===== src/rtl/sobel_window_gen.sv =====
// Streaming 3x3 window generator for sobel_calc: two line buffers plus a shifting window.
// Optional start-of-frame input sof_i is enabled by defining SOBEL_WIN_SOF_EN.
module sobel_window_gen #(
    parameter int IMG_W  = 8,
    parameter int IMG_H  = 8,
    parameter int DATA_W = 8
) (
    input  logic              clk,
    input  logic              rst,
`ifdef SOBEL_WIN_SOF_EN
    input  logic              sof_i,
`endif
    input  logic [DATA_W-1:0] pixel_i,
    input  logic              valid_i,
    output logic [DATA_W-1:0] d0_o,
    output logic [DATA_W-1:0] d1_o,
    output logic [DATA_W-1:0] d2_o,
    output logic [DATA_W-1:0] d3_o,
    output logic [DATA_W-1:0] d4_o,
    output logic [DATA_W-1:0] d5_o,
    output logic [DATA_W-1:0] d6_o,
    output logic [DATA_W-1:0] d7_o,
    output logic [DATA_W-1:0] d8_o,
    output logic              done_o,
    output logic              frame_done_o,
    output logic              busy_o
);

    localparam int CW = $clog2(IMG_W);
    localparam int RW = $clog2(IMG_H);
    localparam logic [CW-1:0] COL_LAST = CW'(IMG_W - 1);
    localparam logic [RW-1:0] ROW_LAST = RW'(IMG_H - 1);

    typedef enum logic [1:0] {
        IDLE = 2'd0,
        FILL = 2'd1,
        RUN  = 2'd2
    } state_t;

    state_t            state_q, state_d;
    logic [CW-1:0]     col_q, col_d, col_cur;
    logic [RW-1:0]     row_q, row_d, row_cur;
    logic              done_q, done_d;
    logic              fdone_q, fdone_d;
    logic              sof_w;
    logic              col_last, row_last;
    logic [DATA_W-1:0] lb_a, lb_b;
    logic [DATA_W-1:0] lb1_q [IMG_W];
    logic [DATA_W-1:0] lb2_q [IMG_W];
    logic [DATA_W-1:0] win_q [9];
    logic [DATA_W-1:0] win_d [9];

`ifdef SOBEL_WIN_SOF_EN
    assign sof_w = valid_i & sof_i;
`else
    assign sof_w = 1'b0;
`endif

    // A start-of-frame pixel is treated as position (0,0) regardless of the counters.
    assign col_cur  = sof_w ? '0 : col_q;
    assign row_cur  = sof_w ? '0 : row_q;
    assign col_last = (col_cur == COL_LAST);
    assign row_last = (row_cur == ROW_LAST);

    assign lb_a = lb2_q[col_cur];
    assign lb_b = lb1_q[col_cur];

    always_comb begin
        col_d   = col_q;
        row_d   = row_q;
        state_d = state_q;
        done_d  = 1'b0;
        fdone_d = 1'b0;
        if (valid_i) begin
            col_d   = col_last ? '0 : col_cur + CW'(1);
            row_d   = col_last ? (row_last ? '0 : row_cur + RW'(1)) : row_cur;
            done_d  = (row_cur >= RW'(2)) && (col_cur >= CW'(2));
            fdone_d = col_last && row_last;
            case (state_q)
                IDLE:    state_d = FILL;
                FILL:    if (col_last && (row_cur == RW'(1))) state_d = RUN;
                RUN:     if (col_last && row_last) state_d = IDLE;
                default: state_d = IDLE;
            endcase
            if (sof_w) state_d = FILL;
        end
    end

    always_comb begin
        win_d = win_q;
        if (valid_i) begin
            win_d[0] = win_q[1];
            win_d[1] = win_q[2];
            win_d[2] = lb_a;
            win_d[3] = win_q[4];
            win_d[4] = win_q[5];
            win_d[5] = lb_b;
            win_d[6] = win_q[7];
            win_d[7] = win_q[8];
            win_d[8] = pixel_i;
        end
    end

    always_ff @(posedge clk or negedge rst) begin
        if (!rst) begin
            state_q <= IDLE;
            col_q   <= '0;
            row_q   <= '0;
            done_q  <= 1'b0;
            fdone_q <= 1'b0;
            for (int i = 0; i < 9; i++) win_q[i] <= '0;
        end else begin
            state_q <= state_d;
            col_q   <= col_d;
            row_q   <= row_d;
            done_q  <= done_d;
            fdone_q <= fdone_d;
            win_q   <= win_d;
        end
    end

    // Line buffers are never cleared; both rows are rewritten before any window uses them.
    always_ff @(posedge clk) begin
        if (valid_i) begin
            lb2_q[col_cur] <= lb_b;
            lb1_q[col_cur] <= pixel_i;
        end
    end

    assign d0_o         = win_q[0];
    assign d1_o         = win_q[1];
    assign d2_o         = win_q[2];
    assign d3_o         = win_q[3];
    assign d4_o         = win_q[4];
    assign d5_o         = win_q[5];
    assign d6_o         = win_q[6];
    assign d7_o         = win_q[7];
    assign d8_o         = win_q[8];
    assign done_o       = done_q;
    assign frame_done_o = fdone_q;
    assign busy_o       = (state_q != IDLE);

endmodule


===== config.mk =====
export PLATFORM = sky130hd
export DESIGN_NAME = sobel_window_gen
export DESIGN_NICKNAME = d
export VERILOG_FILES = /design/src/rtl/sobel_window_gen.sv
export SDC_FILE = /design/constraint.sdc
export NUM_CORES = 1
export LEC_CHECK = 0
export CORE_MARGIN = 2
export CORE_UTILIZATION = 60
export CTS_CLUSTER_SIZE = 16
export DETAILED_ROUTE_END_ITERATION = 7
export PLACE_DENSITY = 0.84
export SYNTH_ARGS = -nofsm -noshare
export SYNTH_HDL_FRONTEND = slang
export SYNTH_SLANG_ARGS = --single-unit

===== constraint.sdc =====
create_clock -name clk -period 7.08 [get_ports clk]
set_input_delay 0.708 -clock clk [delete_from_list [all_inputs] [get_ports clk]]
set_output_delay 0.708 -clock clk [all_outputs]
set_load 0.02 [all_outputs]

==> impl_metrics.env, run 1 <==
export IMPL_power_density_nw_per_um2=435
export IMPL_die_w_um=121
export IMPL_synth_area_um2=8270
export IMPL_skew_ns=0.00771
export IMPL_drt_iter0_drc=476
export IMPL_path_max_fanout=63
export IMPL_vias_per_cell=5.94
export IMPL_slew_violations=0
export IMPL_holdBufCountCts=0
export IMPL_reg2reg_slack_ns=4.24
export IMPL_synthCells=504
export IMPL_grt_max_degree=83
export IMPL_syn_area_per_cell_um2=16.4
export IMPL_drc=0
export IMPL_worst_skew_pair_late_latency_ns=0.47
export IMPL_track_usage_pct=22.1
export IMPL_switching_share_pct=31.9
export IMPL_synthFlopType="edfxtp_1"
export IMPL_nNetsFinal=605
export IMPL_cts_setup_buffers=0
export IMPL_clockBufferDepth=3
export IMPL_p_leak_nw=3.66
export IMPL_maxCapViolCount=0
export IMPL_power_frac_clock_pct=24.6
export IMPL_required_ns=7.25
export IMPL_relSlewSlack_pct=23.3
export IMPL_yosys_warnings=0
export IMPL_gp_congestion=0.821
export IMPL_detail_route_antenna_nets=0
export IMPL_fin_setup_tns_ns=0
export IMPL_antenna_found_initial=0
export IMPL_numClockSinks=210
export IMPL_irDropWorstVdd_mv=0.211
export IMPL_cts_resized=0
export IMPL_p_seq_share_pct=43.1
export IMPL_cts_made_buffers=20
export IMPL_setup_worst_path_start="col_cur[0]"
export IMPL_cp_start_kind="flop"
export IMPL_finalHoldViolCount=0
export IMPL_max_freq_mhz=352
export IMPL_yosysTopAreaCellShare_pct=46.5
export IMPL_p_int_mw=2.93
export IMPL_post_route_util_pct=74.0
export IMPL_clkTransAtPathRegs_ns=0.06
export IMPL_synth_edff_count=128
export IMPL_ys_async_sr_fraction_pct=39.0
export IMPL_wire_per_inst_um=20.3
export IMPL_fillers=790
export IMPL_clock_root_buffer="clkbuf_16"
export IMPL_portBuffers=85
export IMPL_drive_gt1_share_pct=19.9
export IMPL_diodes=0
export IMPL_route_vias_total=4622
export IMPL_start_util_pct=62.0
export IMPL_ff2ff_path_depth=3
export IMPL_r2r_end="lb2_q[3][4]"
export IMPL_worstPathArrival_ns=3.01
export IMPL_fin_crit_ns=2.84
export IMPL_synth_seq_cells=210
export IMPL_die_area_um2=14700
export IMPL_syn_num_nets=521
export IMPL_area_growth_pct=19.4
export IMPL_synth_seq_area_share_pct=71.3
export IMPL_final_cell_mix="edfxtp_1, clkdlybuf4s50_1, dfrtp_1"
export IMPL_final_common_cell="edfxtp_1"
export IMPL_comb_power_share_pct=32.3
export IMPL_hold_ws_ns=0.388
export IMPL_dp_cells=742
export IMPL_worst_slew_pin_slew_ns=1.15
export IMPL_netlist_top_cells_area="edfxtp_1, dfrtp_1, mux2_2"
export IMPL_end_kind="flop"
export IMPL_gr_total_overflow=0
export IMPL_dpl_cell_area_um2=9200
export IMPL_reg_largest_list="lb1_q: 64 flops, lb2_q: 64 flops"
export IMPL_grt_pass1_vias=4755
export IMPL_cts_tree="done"
export IMPL_wirelength_mm=15.8
export IMPL_dp_hpwl_mm=9.90
export IMPL_r2r_start="col_cur[0]"
export IMPL_fin_area_um2=9870
export IMPL_io_pin_count=86
export IMPL_setup_viol=0
export IMPL_post_route_period_util_pct=40.1
export IMPL_netSwitchingPower_mw=1.37
export IMPL_ys_types=49
export IMPL_yosysTopAreaCell="edfxtp_1"
export IMPL_firstDrtPassIters=5
export IMPL_critPathKind="flop to flop"
export IMPL_layout_cells_non_filler=778
export IMPL_num_rows=42
export IMPL_min_path_type="primary input to async pin"
export IMPL_rsz0062_at_grt="no"
export IMPL_die_h_um=121
export IMPL_grt_pass1_wl_mm=25.0
export IMPL_status="completed"
export IMPL_cts_max_level=1
export IMPL_coreArea_um2=13300
==> cell families (layout without fill, tap and decap cells) <==
family	count (synthesis)	in the layout	synth area share (%)
adders and majority gates	6	6	0.908
buffers and inverters	36	134	2.86
AOI/OAI and AO/OA	85	85	7.67
muxes	99	99	13.2
DFF	210	210	71.3
and+or+nand+nor	68	68	4.04
==> Yosys cell counts (all sizes together), types with 2 or more instances <==
cell     count
nor3         5
clkbuf       4
nor2        24
o211ai       5
a31oi       10
a22oi       12
a211oi       3
o22a         2
buf         27
a21oi       11
a221oi       2
and2         2
ha           6
nand2b       4
or3          3
nand3b       6
a21o         3
nand2       17
o2bb2ai      4
a41oi        4
o22ai        2
o21ai       10
mux2        63
mux2i       35
a31o         3
inv          5
o32a         3
o32ai        2
edfxtp     128
and3         3
dfrtp       82
a22o         5
==> stage by stage <==
step | power [mW] | worst slack, ns
after floorplan | 2.71 | 4.28
after global placement | 3.20 | 3.99
after detailed placement | 3.25 | 3.88
after CTS | 4.32 | 4.25
after global routing | 4.50 | 3.97
final | 4.30 | 4.24
==> worst max path at each step <==
stage | endpoint | slack, ns | cells past startpoint
global route | lb2_q[3][2] | 3.97 | 3
finish | lb2_q[3][4] | 4.24 | 3
CTS | lb2_q[3][4] | 4.25 | 3
global placement | lb2_q[3][0] | 3.99 | 5
floorplan | lb1_q[0][0] | 4.28 | 4
detailed placement | lb2_q[3][0] | 3.88 | 5
==> layer usage <==
metal	global-route usage, %	routed length (um)	vias up
li1	-	-	2101
met1	29.5	6120	2275
met2	37.2	8090	228
met3	4.84	1380	18
met4	5.53	181	0
met5	0	0	-
==> power groups by stage <==
| stage | Combinational, mW | Sequential [mW] | Clock [mW] |
|---|---|---|---|
| global placement | 1.34 | 1.85 | 0 |
| finish | 1.39 | 1.85 | 1.06 |
| global route | 1.49 | 1.89 | 1.13 |
| detailed placement | 1.38 | 1.88 | 0 |
| floorplan | 0.701 | 2.01 | 0 |
| CTS | 1.39 | 1.85 | 1.07 |
==> area by class of cell <==
type | count | area, um^2 | area share (%)
Clock buffer | 26 | 574 | 5.82
Clock inverter | 10 | 96.3 | 0.976
Inverter | 5 | 18.8 | 0.190
Multi-Input combinational cell | 258 | 2160 | 21.9
Sequential cell | 210 | 5900 | 59.7
Tap cell | 176 | 220 | 2.23
Timing Repair Buffer | 93 | 906 | 9.18
==> worst max-delay path: stages (launching register included) <==
cell and delay [ns]:
dfrtp_2 1.11, inv_1 0.44, nor3_2 0.64, buf_4 0.32
Power figures use the tool's default switching activity.
==> inputs of run 2 (changes only) <==
Settings changed: CORE_UTILIZATION 60 to 51, PLACE_DENSITY 0.84 to 0.76.
Clock period 7.08 ns to 2.41 ns, I/O delays scaled along.
==> run 2 against run 1 <==
Design area increased by 2.3%; largest power group unchanged; critical endpoint is now lb2_q[6][4]; utilization decreased by 10 points; sequential power increased to 3.0 times the previous value; largest cell class unchanged; critical path depth grew 1; clock power increased to 2.8 times the previous value; first-iteration DRC count fell by 33%; fmax grew 34%; hold slack worse by 0.21 ns; global-route usage decreased by 2.3 points; combinational power grew to 3.0 times the previous value; highest routed layer unchanged.
==> impl_metrics.env, run 2 (same netlist as run 1, synthesis figures left out) <==
export IMPL_reg_largest_list="lb1_q: 64 flops, lb2_q: 64 flops"
export IMPL_cts_setup_buffers=0
export IMPL_diodes=0
export IMPL_cts_tree="done"
export IMPL_maxCapViolCount=0
export IMPL_path_max_fanout=28
export IMPL_hold_ws_ns=0.176
export IMPL_dp_hpwl_mm=11.2
export IMPL_drt_iter0_drc=321
export IMPL_slew_violations=0
export IMPL_worstPathArrival_ns=2.30
export IMPL_grt_pass1_wl_mm=27.2
export IMPL_nNetsFinal=631
export IMPL_drive_gt1_share_pct=22.6
export IMPL_gr_total_overflow=0
export IMPL_cts_max_level=1
export IMPL_rsz0062_at_grt="no"
export IMPL_portBuffers=85
export IMPL_fin_setup_tns_ns=0
export IMPL_finalHoldViolCount=0
export IMPL_worst_slew_pin_slew_ns=0.711
export IMPL_status="completed"
export IMPL_p_leak_nw=3.77
export IMPL_cp_start_kind="flop"
export IMPL_clkTransAtPathRegs_ns=0.06
export IMPL_grt_pass1_vias=4859
export IMPL_pre_cts_ws_ns=0.329
export IMPL_io_pin_count=86
export IMPL_end_kind="flop"
export IMPL_die_area_um2=17200
export IMPL_post_route_util_pct=63.6
export IMPL_required_ns=2.59
export IMPL_start_util_pct=52.1
export IMPL_clock_root_buffer="clkbuf_16"
export IMPL_clockBufferDepth=3
export IMPL_critPathKind="flop to flop"
export IMPL_final_cell_mix="edfxtp_1, clkdlybuf4s50_1, dfrtp_1"
export IMPL_coreArea_um2=15900
export IMPL_min_path_type="primary input to async pin"
export IMPL_route_vias_total=4788
export IMPL_numClockSinks=210
export IMPL_irDropWorstVdd_mv=0.670
export IMPL_track_usage_pct=19.8
export IMPL_setup_viol=0
export IMPL_power_density_nw_per_um2=1250
export IMPL_cts_resized=0
export IMPL_skew_ns=0.0185
export IMPL_num_rows=46
export IMPL_drc=0
export IMPL_cts_made_buffers=21
export IMPL_vias_per_cell=5.67
export IMPL_wire_per_inst_um=20.2
export IMPL_fin_crit_ns=2.12
export IMPL_grt_max_degree=103
export IMPL_layout_setup_ws_ns=0.285
export IMPL_holdBufCountCts=1
export IMPL_antenna_found_initial=0
export IMPL_worst_skew_pair_late_latency_ns=0.50
export IMPL_power_total_mw=12.7
export IMPL_relSlewSlack_pct=52.4
export IMPL_post_route_period_util_pct=88.2
export IMPL_detail_route_antenna_nets=0
export IMPL_max_freq_mhz=471
export IMPL_firstDrtPassIters=6
export IMPL_gp_congestion=0.871
export IMPL_final_common_cell="edfxtp_1"
export IMPL_die_w_um=131
export IMPL_die_h_um=131
export IMPL_wirelength_mm=17.1
export IMPL_area_growth_pct=22.1
-- run 2: final timing paths --
check / start / endpoint / slack [ns] / cells after the start
min: rst / col_cur[2] / 0.18 / 2
min reg2reg: d0_o[1] / d0_o[1] / 0.50 / 1
max reg2reg: col_cur[2] / lb2_q[6][4] / 0.29 / 4
min in group clk: valid_i / lb2_q[1][4] / 0.34 / 3
max: col_cur[2] / lb2_q[6][4] / 0.29 / 4
max in group asynchronous: rst / d7_o[4] / 1.54 / 3
-- run 2: final cells by class --
class / instances / area, um^2
sequential: 210 / 5900
fill: 1135 / 5790
multi-input combinational: 258 / 2160
timing repair buffer: 118 / 1120
clock buffer: 28 / 582
tap: 216 / 270
clock inverter: 10 / 48.8
inverter: 5 / 18.8
-- run 2: worst max-delay path, stage by stage, from the launching register on --
cell     delay (ns)
dfrtp_2        0.77
mux2i_1        0.27
o32ai_1        0.10
a41oi_1        0.37
nand2_1        0.28
-- run 2: stage by stage --
stage / cells / cell area, um^2
3_5_place_dp: 806 / 9460
3_3_place_gp: 806 / 9460
2_1_floorplan: 504 / 8270
6_report: 845 / 10100
4_1_cts: 845 / 10100
5_1_grt: 845 / 10100
-- run 2: metal layers --
| metal | up-vias | track usage (%) | share of wire (%) |
|---|---|---|---|
| met5 | - | 0 | 0 |
| met4 | 0 | 5.92 | 2.3 |
| met3 | 29 | 3.70 | 6.6 |
| met2 | 191 | 33.0 | 50 |
| met1 | 2417 | 26.8 | 42 |
| li1 | 2151 | - | - |
-- run 2: where the power goes --
group	internal, mW	switching, mW
logic	1.93	2.24
clock network	1.69	1.28
registers	4.91	0.608
